==> src/rtl/alu_issue_stage.sv <==
// ALU issue stage: decodes 16-bit instructions, reads an 8x16 register file
// with writeback bypass, and presents operands through a single-entry output register.
module alu_issue_stage #(
  parameter int unsigned ILL_CNT_W = 8
) (
  input  logic                 clk,
  input  logic                 rst,
  input  logic                 in_valid,
  output logic                 in_ready,
  input  logic [15:0]          in_instr,
  output logic                 out_valid,
  input  logic                 out_ready,
  output logic [15:0]          alu_a,
  output logic [15:0]          alu_b,
  output logic [3:0]           alu_control,
  output logic [2:0]           out_rd,
  input  logic                 wb_en,
  input  logic [2:0]           wb_rd,
  input  logic [15:0]          wb_data,
  output logic [ILL_CNT_W-1:0] ill_count
);

  logic [15:0]          rf_q [8];
  logic [15:0]          rf_d [8];
  logic                 out_valid_q, out_valid_d;
  logic [15:0]          alu_a_q, alu_a_d;
  logic [15:0]          alu_b_q, alu_b_d;
  logic [3:0]           alu_control_q, alu_control_d;
  logic [2:0]           out_rd_q, out_rd_d;
  logic [ILL_CNT_W-1:0] ill_count_q, ill_count_d;

  logic [3:0]  opcode;
  logic [2:0]  rd, rs1, rs2;
  logic [15:0] rs1_val, rs2_val;
  logic        accept, legal;
  logic        unused_bits;

  assign opcode      = in_instr[15:12];
  assign rd          = in_instr[11:9];
  assign rs1         = in_instr[8:6];
  assign rs2         = in_instr[5:3];
  assign unused_bits = ^in_instr[2:0];

  assign in_ready = !out_valid_q || out_ready;
  assign accept   = in_valid && in_ready;
  assign legal    = (opcode <= 4'd5);

  // Same-cycle writeback wins over the stored value; r0 always reads zero.
  always_comb begin
    rs1_val = rf_q[rs1];
    if (wb_en && (wb_rd == rs1)) rs1_val = wb_data;
    if (rs1 == 3'd0) rs1_val = '0;
    rs2_val = rf_q[rs2];
    if (wb_en && (wb_rd == rs2)) rs2_val = wb_data;
    if (rs2 == 3'd0) rs2_val = '0;
  end

  always_comb begin
    rf_d = rf_q;
    if (wb_en && (wb_rd != 3'd0)) rf_d[wb_rd] = wb_data;
  end

  always_comb begin
    out_valid_d   = out_valid_q;
    alu_a_d       = alu_a_q;
    alu_b_d       = alu_b_q;
    alu_control_d = alu_control_q;
    out_rd_d      = out_rd_q;
    ill_count_d   = ill_count_q;
    if (accept && legal) begin
      out_valid_d   = 1'b1;
      alu_a_d       = rs1_val;
      alu_b_d       = rs2_val;
      alu_control_d = opcode;
      out_rd_d      = rd;
    end else if (accept) begin
      out_valid_d = 1'b0;
      if (ill_count_q != '1) ill_count_d = ill_count_q + 1'b1;
    end else if (out_ready) begin
      out_valid_d = 1'b0;
    end
  end

  always_ff @(posedge clk or posedge rst) begin
    if (rst) begin
      for (int unsigned i = 0; i < 8; i++) rf_q[i] <= '0;
      out_valid_q   <= 1'b0;
      alu_a_q       <= '0;
      alu_b_q       <= '0;
      alu_control_q <= '0;
      out_rd_q      <= '0;
      ill_count_q   <= '0;
    end else begin
      rf_q          <= rf_d;
      out_valid_q   <= out_valid_d;
      alu_a_q       <= alu_a_d;
      alu_b_q       <= alu_b_d;
      alu_control_q <= alu_control_d;
      out_rd_q      <= out_rd_d;
      ill_count_q   <= ill_count_d;
    end
  end

  assign out_valid   = out_valid_q;
  assign alu_a       = alu_a_q;
  assign alu_b       = alu_b_q;
  assign alu_control = alu_control_q;
  assign out_rd      = out_rd_q;
  assign ill_count   = ill_count_q;

endmodule

==> config.mk <==
export PLATFORM = sky130hd
export DESIGN_NAME = alu_issue_stage
export DESIGN_NICKNAME = d
export VERILOG_FILES = /design/src/rtl/alu_issue_stage.sv
export SDC_FILE = /design/constraint.sdc
export NUM_CORES = 1
export LEC_CHECK = 0
export ABC_AREA = 1
export BUFFER_PORTS_ARGS = -buffer_cell sky130_fd_sc_hd__buf_2
export CORE_ASPECT_RATIO = 1.1
export CORE_MARGIN = 4
export CORE_UTILIZATION = 64
export DETAILED_ROUTE_END_ITERATION = 10
export PLACE_DENSITY = 0.85
export SYNTH_ARGS = -nofsm -noshare
export SYNTH_HDL_FRONTEND = slang
export SYNTH_SLANG_ARGS = --single-unit
==> constraint.sdc <==
create_clock -name clk -period 17.8 [get_ports clk]
set_clock_uncertainty 0.1 [all_clocks]
set_input_delay 2.67 -clock clk [delete_from_list [all_inputs] [get_ports clk]]
set_output_delay 2.67 -clock clk [all_outputs]
set_load 0.005 [all_outputs]
# Yosys cells after proc, flatten, opt, wreduce, memory -nomap -nowiden
# Cells that the tools add are included.
[word_totals]
wordCells = 56
output_inout_bits = 49
ff_bits = 176
in_bits = 40
[classes]
mux = 16
magnitude_cmp = 5
eq_ne = 3
add_sub_neg = 1
bitwise = 4
n_reduce_logical = 13
[op_table]
columns = ["cell", "n"]
rows = [
  ["$mux 16", 9],
  ["$bwmux 128", 1],
  ["$bmux 16 s3", 2],
  ["$demux 16 s3", 1],
  ["$ge 4x4->1 const B", 3],
  ["$not 3->4", 3],
  ["$add 8x1->8 const B", 1],
  ["$ne 8x8->1 const B", 1],
  ["$eq 3x3->1", 2],
  ["$logic_and 1x1->1", 6],
  ["$logic_not 3->1", 2],
  ["$reduce_bool 3->1", 2],
  ["$le 4x3->1 const B", 1],
  ["$lt 4x1->1 const B", 1],
  ["$mux 1", 3],
  ["$reduce_and 3->1", 1],
  ["$logic_not 1->1", 1],
  ["$logic_or 1x1->1", 1],
  ["$not 1->1", 1],
]

# Longest topological paths before layout
# Gate-level depths: netlist of run 1.
[logic_depth]
word_depth = 6
mapped_depth = 11
mapped_depth_nobuf = 10

# Worst setup path before layout of run 1
# OpenSTA, ideal clock, no wires.
[synth_path]
path_kind = "input to output"
start = "input out_ready"
end = "output in_ready"
slack_ns = 12.257
t_required_ns = 15.030
path_stages = 2
arrival_time_ns = 2.773
cell_sequence = "inv_1 > nand2_1"
[synth_via]
elab_chain_cells = 1
[synth_lines]
columns = ["element", "line_no", "text"]
rows = [
  ["start: declaration", "12", "input logic out_ready,"],
  ["$logic_or 1x1->1", "44", "assign in_ready = !out_valid_q || out_ready;"],
  ["end: declaration", "9", "output logic in_ready,"],
]
# Every way passes these cells.

# Final worst setup path of run 1
# Same ends and word-level chain as after synthesis.

==> results of run 1 <==
cells in the mapped netlist:
master	instances	area, sq um
nor2_4	6	67.6
buf_1	8	30.0
nand2_1	546	2050
o21ai_0	99	495
clkbuf_1	43	161
inv_1	68	255
a21oi_1	17	85.1
ha_1	1	12.5
inv_2	6	22.5
nor2_1	25	93.8
nor3_1	1	5.00
buf_6	4	45.0
xor2_1	4	35.0
nand4_1	1	6.26
nor3_2	3	30.0
inv_4	2	12.5
buf_4	6	45.0
dfrtp_1	176	4400
xnor2_1	3	26.3
buf_2	37	185
nand3_1	258	1290
nand2_2	3	18.8
power groups by stage:
stage          clock network [mW]  registers, mW  logic (mW)
2_1_floorplan                   0          0.526       0.157
3_3_place_gp                    0          0.530       0.217
3_5_place_dp                    0          0.533       0.225
4_1_cts                     0.374          0.526       0.227
5_1_grt                     0.391          0.537       0.263
6_report                    0.373          0.528       0.229
how the worst max path moves through the flow:
| stage | end | slack [ns] |
|---|---|---|
| final | in_ready | 12.02 |
| after global routing | in_ready | 11.98 |
| after CTS | in_ready | 12.02 |
| after detailed placement | in_ready | 12.02 |
| after global placement | in_ready | 12.03 |
| after floorplan | alu_a[0] | 10.26 |
area by class of cell:
cell class,instances,area (sq um)
flip-flops and latches,176,4400
multi-input cells,967,4220
fillers,1207,4130
repair buffers,96,508
clock buffers,20,457
inverters,76,295
well taps,192,240
clock inverters,12,135
kinds of logic (layout without fill, tap and decap cells):
kind of cell	Yosys count	after routing	share of synthesized area
buf+inv	174	204	0.0807
flops	176	176	0.470
compound gates	116	116	0.0619
simple gates	843	843	0.380
fa+ha+maj	1	1	0.00133
xor+xnor	7	7	0.00654
sequential cells by signal, summed over array words and instances, names as in the netlist:
signal,cells
alu_b,16
out_rd,3
out_valid,1
ill_count,8
alu_control,4
alu_a,16
rf_q,128
stage by stage:
stage               hold slack, ns  utilization  setup WS (ns)  total power, mW
floorplan                    0.350            -          10.26            0.683
finish                       0.301        0.713          12.02             1.13
global placement             0.286        0.672          12.03            0.747
CTS                          0.303        0.713          12.02             1.13
detailed placement           0.290        0.672          12.02            0.758
global route                 0.315        0.713          11.98             1.19
layer usage:
metal,GRT usage,part of all wire
met2,0.516,0.46
met3,0.0846,0.13
met5,0,0
met1,0.449,0.37
met4,0.158,0.043
worst max-delay path, cell delays in order:
cell and delay, ns:
buf_2 0.09, inv_1 0.04, nand2_1 0.07, buf_2 0.14
==> flow_summary.toml, run 1 <==
[run_status]
run_status = "finished clean"

[sta]
worst_pin_slew_ns = 1.15
max_freq_ghz = 0.173
setup_tns_ns = 0
timing.final.max_slew_violations = 0
setup_violations = 0
fin_crit_ns = 5.78
finalHoldViolCount = 0
slew_headroom = 0.234
rsz0062_at_grt = "false"
post-route-period-util = 0.325

[cells_and_area]
area_delta_synth_final_pct = 9.43
diodes = 0
nets = 1375
finalNonFillerCells = 1539
layout.cells.most_common = "nand2_1"
final_area_sq_um = 10300
final_cell_mix = "nand2_1, nand3_1, dfrtp_1"
layout-drive-gt1-share = 0.110

[yosys]
syn-cell-area_sq_um = 9380
ys_seq_area_frac = 0.470
yosys_warnings = 0
avgSynthCellArea_sq_um = 7.12
yosys.cell_types.count = 22
syn_inst = 1317
synth_fp_nets = 1358
ys_ff_latch = 176

[hold_path]
min_to = "rf_q[124]"
hold_depth = 0
hp-class = "reg -> reg"
min_from = "rf_q[124]"

[place]
dp_cells = 1507
place_congestion = 0.846
place_area_sq_um = 9670
portBuffers = 85
dp_hpwl_um = 15400

[clock_network]
cts_buffer_depth = 2
cts_buffers = 17
cts_resized = 0
cts_setup_buffers = 0
path_clk_slew_ns = 0.06
cts_tree = "done"
root_buffer = "clkbuf_16"
cts_max_level = 4
clock_latency_ns = 0.44
cts_hold_buf = 0
cts_sinks = 176

[setup_path]
critPathLaunch = "out_ready"
timing.rr.end = "alu_b[15]"
r2r-start = "out_valid"
worstSetupStartpointType = "input pin"
required_ns = 15.03
cp_max_fo = 3
crit_type = "in -> out"
reg2reg_slack_ns = 15.40
arrival_ns = 3.01
r2r_cells = 9
cp-end-kind = "output pin"

[global_route]
grt_max_degree = 115
grt.overflow.total = 0
grt_usage = 0.336
grt_pass1_vias = 8456
antenna_found_initial = 0
grt_pass1_wl_um = 43000

[power_and_ir_drop]
leakage_nw = 5.40
pwr-share-clk = 0.330
p_seq_frac = 0.468
ir_worst_vdd_uv = 74.2
p_comb_frac = 0.202
internal_power_uw = 777
switching_share = 0.313
p_switching_uw = 354
cellPowerDensity_nw_per_um2 = 110

[die]
die-area_sq_um = 16700
rows = 46
coreArea_sq_um = 14400
fp.dieW_um = 123
initial_utilization = 0.652
ioPinCount = 89
fp.dieH_um = 135

[route]
viasPerCell = 5.94
drt-total-wl_um = 27000
route.detailed.drc = 0
drt-pass1-iter-count = 6
wl_per_cell_um = 17.5
drt_iter0_markers = 1408
via_count = 9146
antenna_left = 0

[job]
drv_cap = 0
Power figures use the tool's default switching activity.
==> run 2: changes to the inputs <==
--- a/config.mk
+++ b/config.mk
@@ -5,13 +5,13 @@
 export SDC_FILE = /design/constraint.sdc
 export NUM_CORES = 1
 export LEC_CHECK = 0
-export ABC_AREA = 1
+export ABC_AREA = 0
 export BUFFER_PORTS_ARGS = -buffer_cell sky130_fd_sc_hd__buf_2
 export CORE_ASPECT_RATIO = 1.1
 export CORE_MARGIN = 4
-export CORE_UTILIZATION = 64
+export CORE_UTILIZATION = 59
 export DETAILED_ROUTE_END_ITERATION = 10
-export PLACE_DENSITY = 0.85
+export PLACE_DENSITY = 0.8
 export SYNTH_ARGS = -nofsm -noshare
 export SYNTH_HDL_FRONTEND = slang
 export SYNTH_SLANG_ARGS = --single-unit
==> constraint.sdc (replaced) <==
create_clock -name clk -period 5.6 [get_ports clk]
set_clock_uncertainty 0.1 [all_clocks]
set_input_delay 0.84 -clock clk [delete_from_list [all_inputs] [get_ports clk]]
set_output_delay 0.84 -clock clk [all_outputs]
set_load 0.005 [all_outputs]
==> run 2 against run 1 <==
Net effect:
- flip-flop and latch count unchanged
- cell count down 39%
- combinational power rose to 3.2 times the previous value
- die area up 0.88%
- design area down 4.6%
- setup slack worse by 9.5 ns
- routed wire length down 19%
- clock power rose to 3.0 times the previous value
- critical path type is now in -> reg
==> flow_summary.toml, run 2 <==
[clock_network]
cts_tree = "done"
clock_latency_ns = 0.43
cts_resized = 0
cts_setup_buffers = 0
cts_max_level = 4
root_buffer = "clkbuf_16"
cts_sinks = 176
cts_buffers = 17
cts_hold_buf = 0
cts_buffer_depth = 2
path_clk_slew_ns = 0.07

[power_and_ir_drop]
power.total_mw = 3.59
ir_worst_vdd_uv = 257
leakage_nw = 4.51
cellPowerDensity_nw_per_um2 = 367

[sta]
post-route-period-util = 0.545
slew_headroom = 0.300
worst_pin_slew_ns = 1.05
setup_violations = 0
fin_crit_ns = 3.05
hold_ws_ns = 0.297
setup_tns_ns = 0
finalHoldViolCount = 0
rsz0062_at_grt = "false"
timing.final.max_slew_violations = 0
max_freq_ghz = 0.328

[cells_and_area]
diodes = 0
largest_register = "rf_q"
nFillCells = 966
final_area_sq_um = 9790
final_cell_mix = "dfrtp_1, nand2_1, buf_2"
finalNonFillerCells = 934
area_delta_synth_final_pct = 12.2
layout.cells.most_common = "dfrtp_1"
nets = 770
largest_reg_flops = 128
multiInputGateArea_sq_um = 3950
regArea_sq_um = 4400
layout-drive-gt1-share = 0.332

[place]
dp_cells = 902
dp_hpwl_um = 13000
place_area_sq_um = 9240
place_congestion = 0.778
portBuffers = 85

[global_route]
grt_pass1_wl_um = 34000
antenna_found_initial = 0
grt_pass1_vias = 6281
grt.overflow.total = 0
grt_usage = 0.273
grt_max_degree = 130

[setup_path]
worstPathCellList = "buf_2, a21oi_2, nand3_2, or3_1, o221ai_1"
arrival_ns = 3.28
max_stage_delay_ns = 1.02
cp-end-kind = "flip-flop"
r2r-start = "out_valid"
critPathLaunch = "in_instr[14]"
critPathTopFamily = "simple AND/OR/NAND/NOR gates"
worstSetupStartpointType = "input pin"
timing.critical_path.slowest_stage_cell = "or3_1"
required_ns = 5.83
worst-path-buf-inv = 1
cp_max_fo = 34
crit_type = "in -> reg"

[yosys]
ys_ff_latch = 176
syn_inst = 678
synth.largest_area_cell = "dfrtp_1"
async_reset_ff_frac = 1.00
synth_edf_count = 0
yosys-top-cells-count = "dfrtp_1, nand2_1, mux2_2"
synth_fp_nets = 719
synth_most_common_cell = "dfrtp_1"
avgSynthCellArea_sq_um = 12.9
synth_area_leaders = "dfrtp_1, mux4_2, mux2_2, mux4_1, nand2_1"
ys_seq_area_frac = 0.505
synth_top_cell_area_share = 0.505
syn-cell-area_sq_um = 8730
yosys_warnings = 0
ys.flop_type = "dfrtp_1"
yosys.cell_types.count = 43

[hold_path]
hp-class = "reg -> reg"
min_from = "rf_q[125]"

[route]
via_count = 6191
viasPerCell = 6.63
drt_iter0_markers = 765
drt-pass1-iter-count = 5
route.detailed.drc = 0
drt-total-wl_um = 21800
antenna_left = 0
wl_per_cell_um = 23.3

[run_status]
run_status = "finished clean"

[die]
die-area_sq_um = 16800
ioPinCount = 89
coreArea_sq_um = 14400
fp.dieH_um = 136
initial_utilization = 0.604
fp.dieW_um = 124
rows = 46

[job]
drv_cap = 0
==> run 2: cell types whose count changed after synthesis, moves of 16 or more <==
cell / delta
a221o_1: +16
inv_1: -49
mux4_2: +37
nand2_1: -445
nor2_1: -23
nand3_1: -256
buf_2: -20
o221ai_1: +16
mux4_1: +25
mux2i_1: +17
mux2_2: +65
o21ai_0: -35
nor4_1: +16
==> run 2: cells by family after synthesis <==
| family | after synthesis | share of synthesized area |
|---|---|---|
| flops | 176 | 0.505 |
| simple gates | 150 | 0.0813 |
| mux | 144 | 0.274 |
| compound gates | 105 | 0.0793 |
| buf+inv | 90 | 0.0470 |
| xor+xnor | 12 | 0.0120 |
| fa+ha+maj | 1 | 0.00143 |
==> run 2: metal layers <==
metal / vias up / track usage / share of wire
li1: 2643 / - / -
met1: 3117 / 0.357 / 0.38
met2: 368 / 0.435 / 0.49
met3: 63 / 0.0789 / 0.11
met4: 0 / 0.107 / 0.028
met5: - / 0 / 0
==> run 2: final cells by class <==
| type | instances | share of cell area |
|---|---|---|
| flip-flops and latches | 176 | 0.450 |
| clock buffers | 19 | 0.0452 |
| multi-input cells | 412 | 0.403 |
| well taps | 192 | 0.0245 |
| repair buffers | 102 | 0.0577 |
| inverters | 20 | 0.00805 |
| clock inverters | 13 | 0.0119 |
==> run 2: where the power goes <==
part,internal [mW],total [mW],switching (mW)
Combinational,0.414,0.739,0.325
Clock,0.621,1.12,0.494
Sequential,1.53,1.74,0.208
==> run 2: stage by stage <==
step                setup slack (ns)   util
finish                          2.55  0.678
global route                    2.49  0.678
CTS                             2.61  0.678
detailed placement              2.19  0.639
global placement                2.28  0.639
floorplan                       2.41      -
==> run 2: path summary, 6_finish.rpt <==
path,end,slack (ns),cells after the start
max,alu_b[4],2.55,5
max in group asynchronous,ill_count[6],3.69,3
max reg2reg,alu_b[4],2.67,5
min in group asynchronous,alu_b[13],0.54,2
min,rf_q[125],0.30,0
min reg2reg,rf_q[125],0.30,0
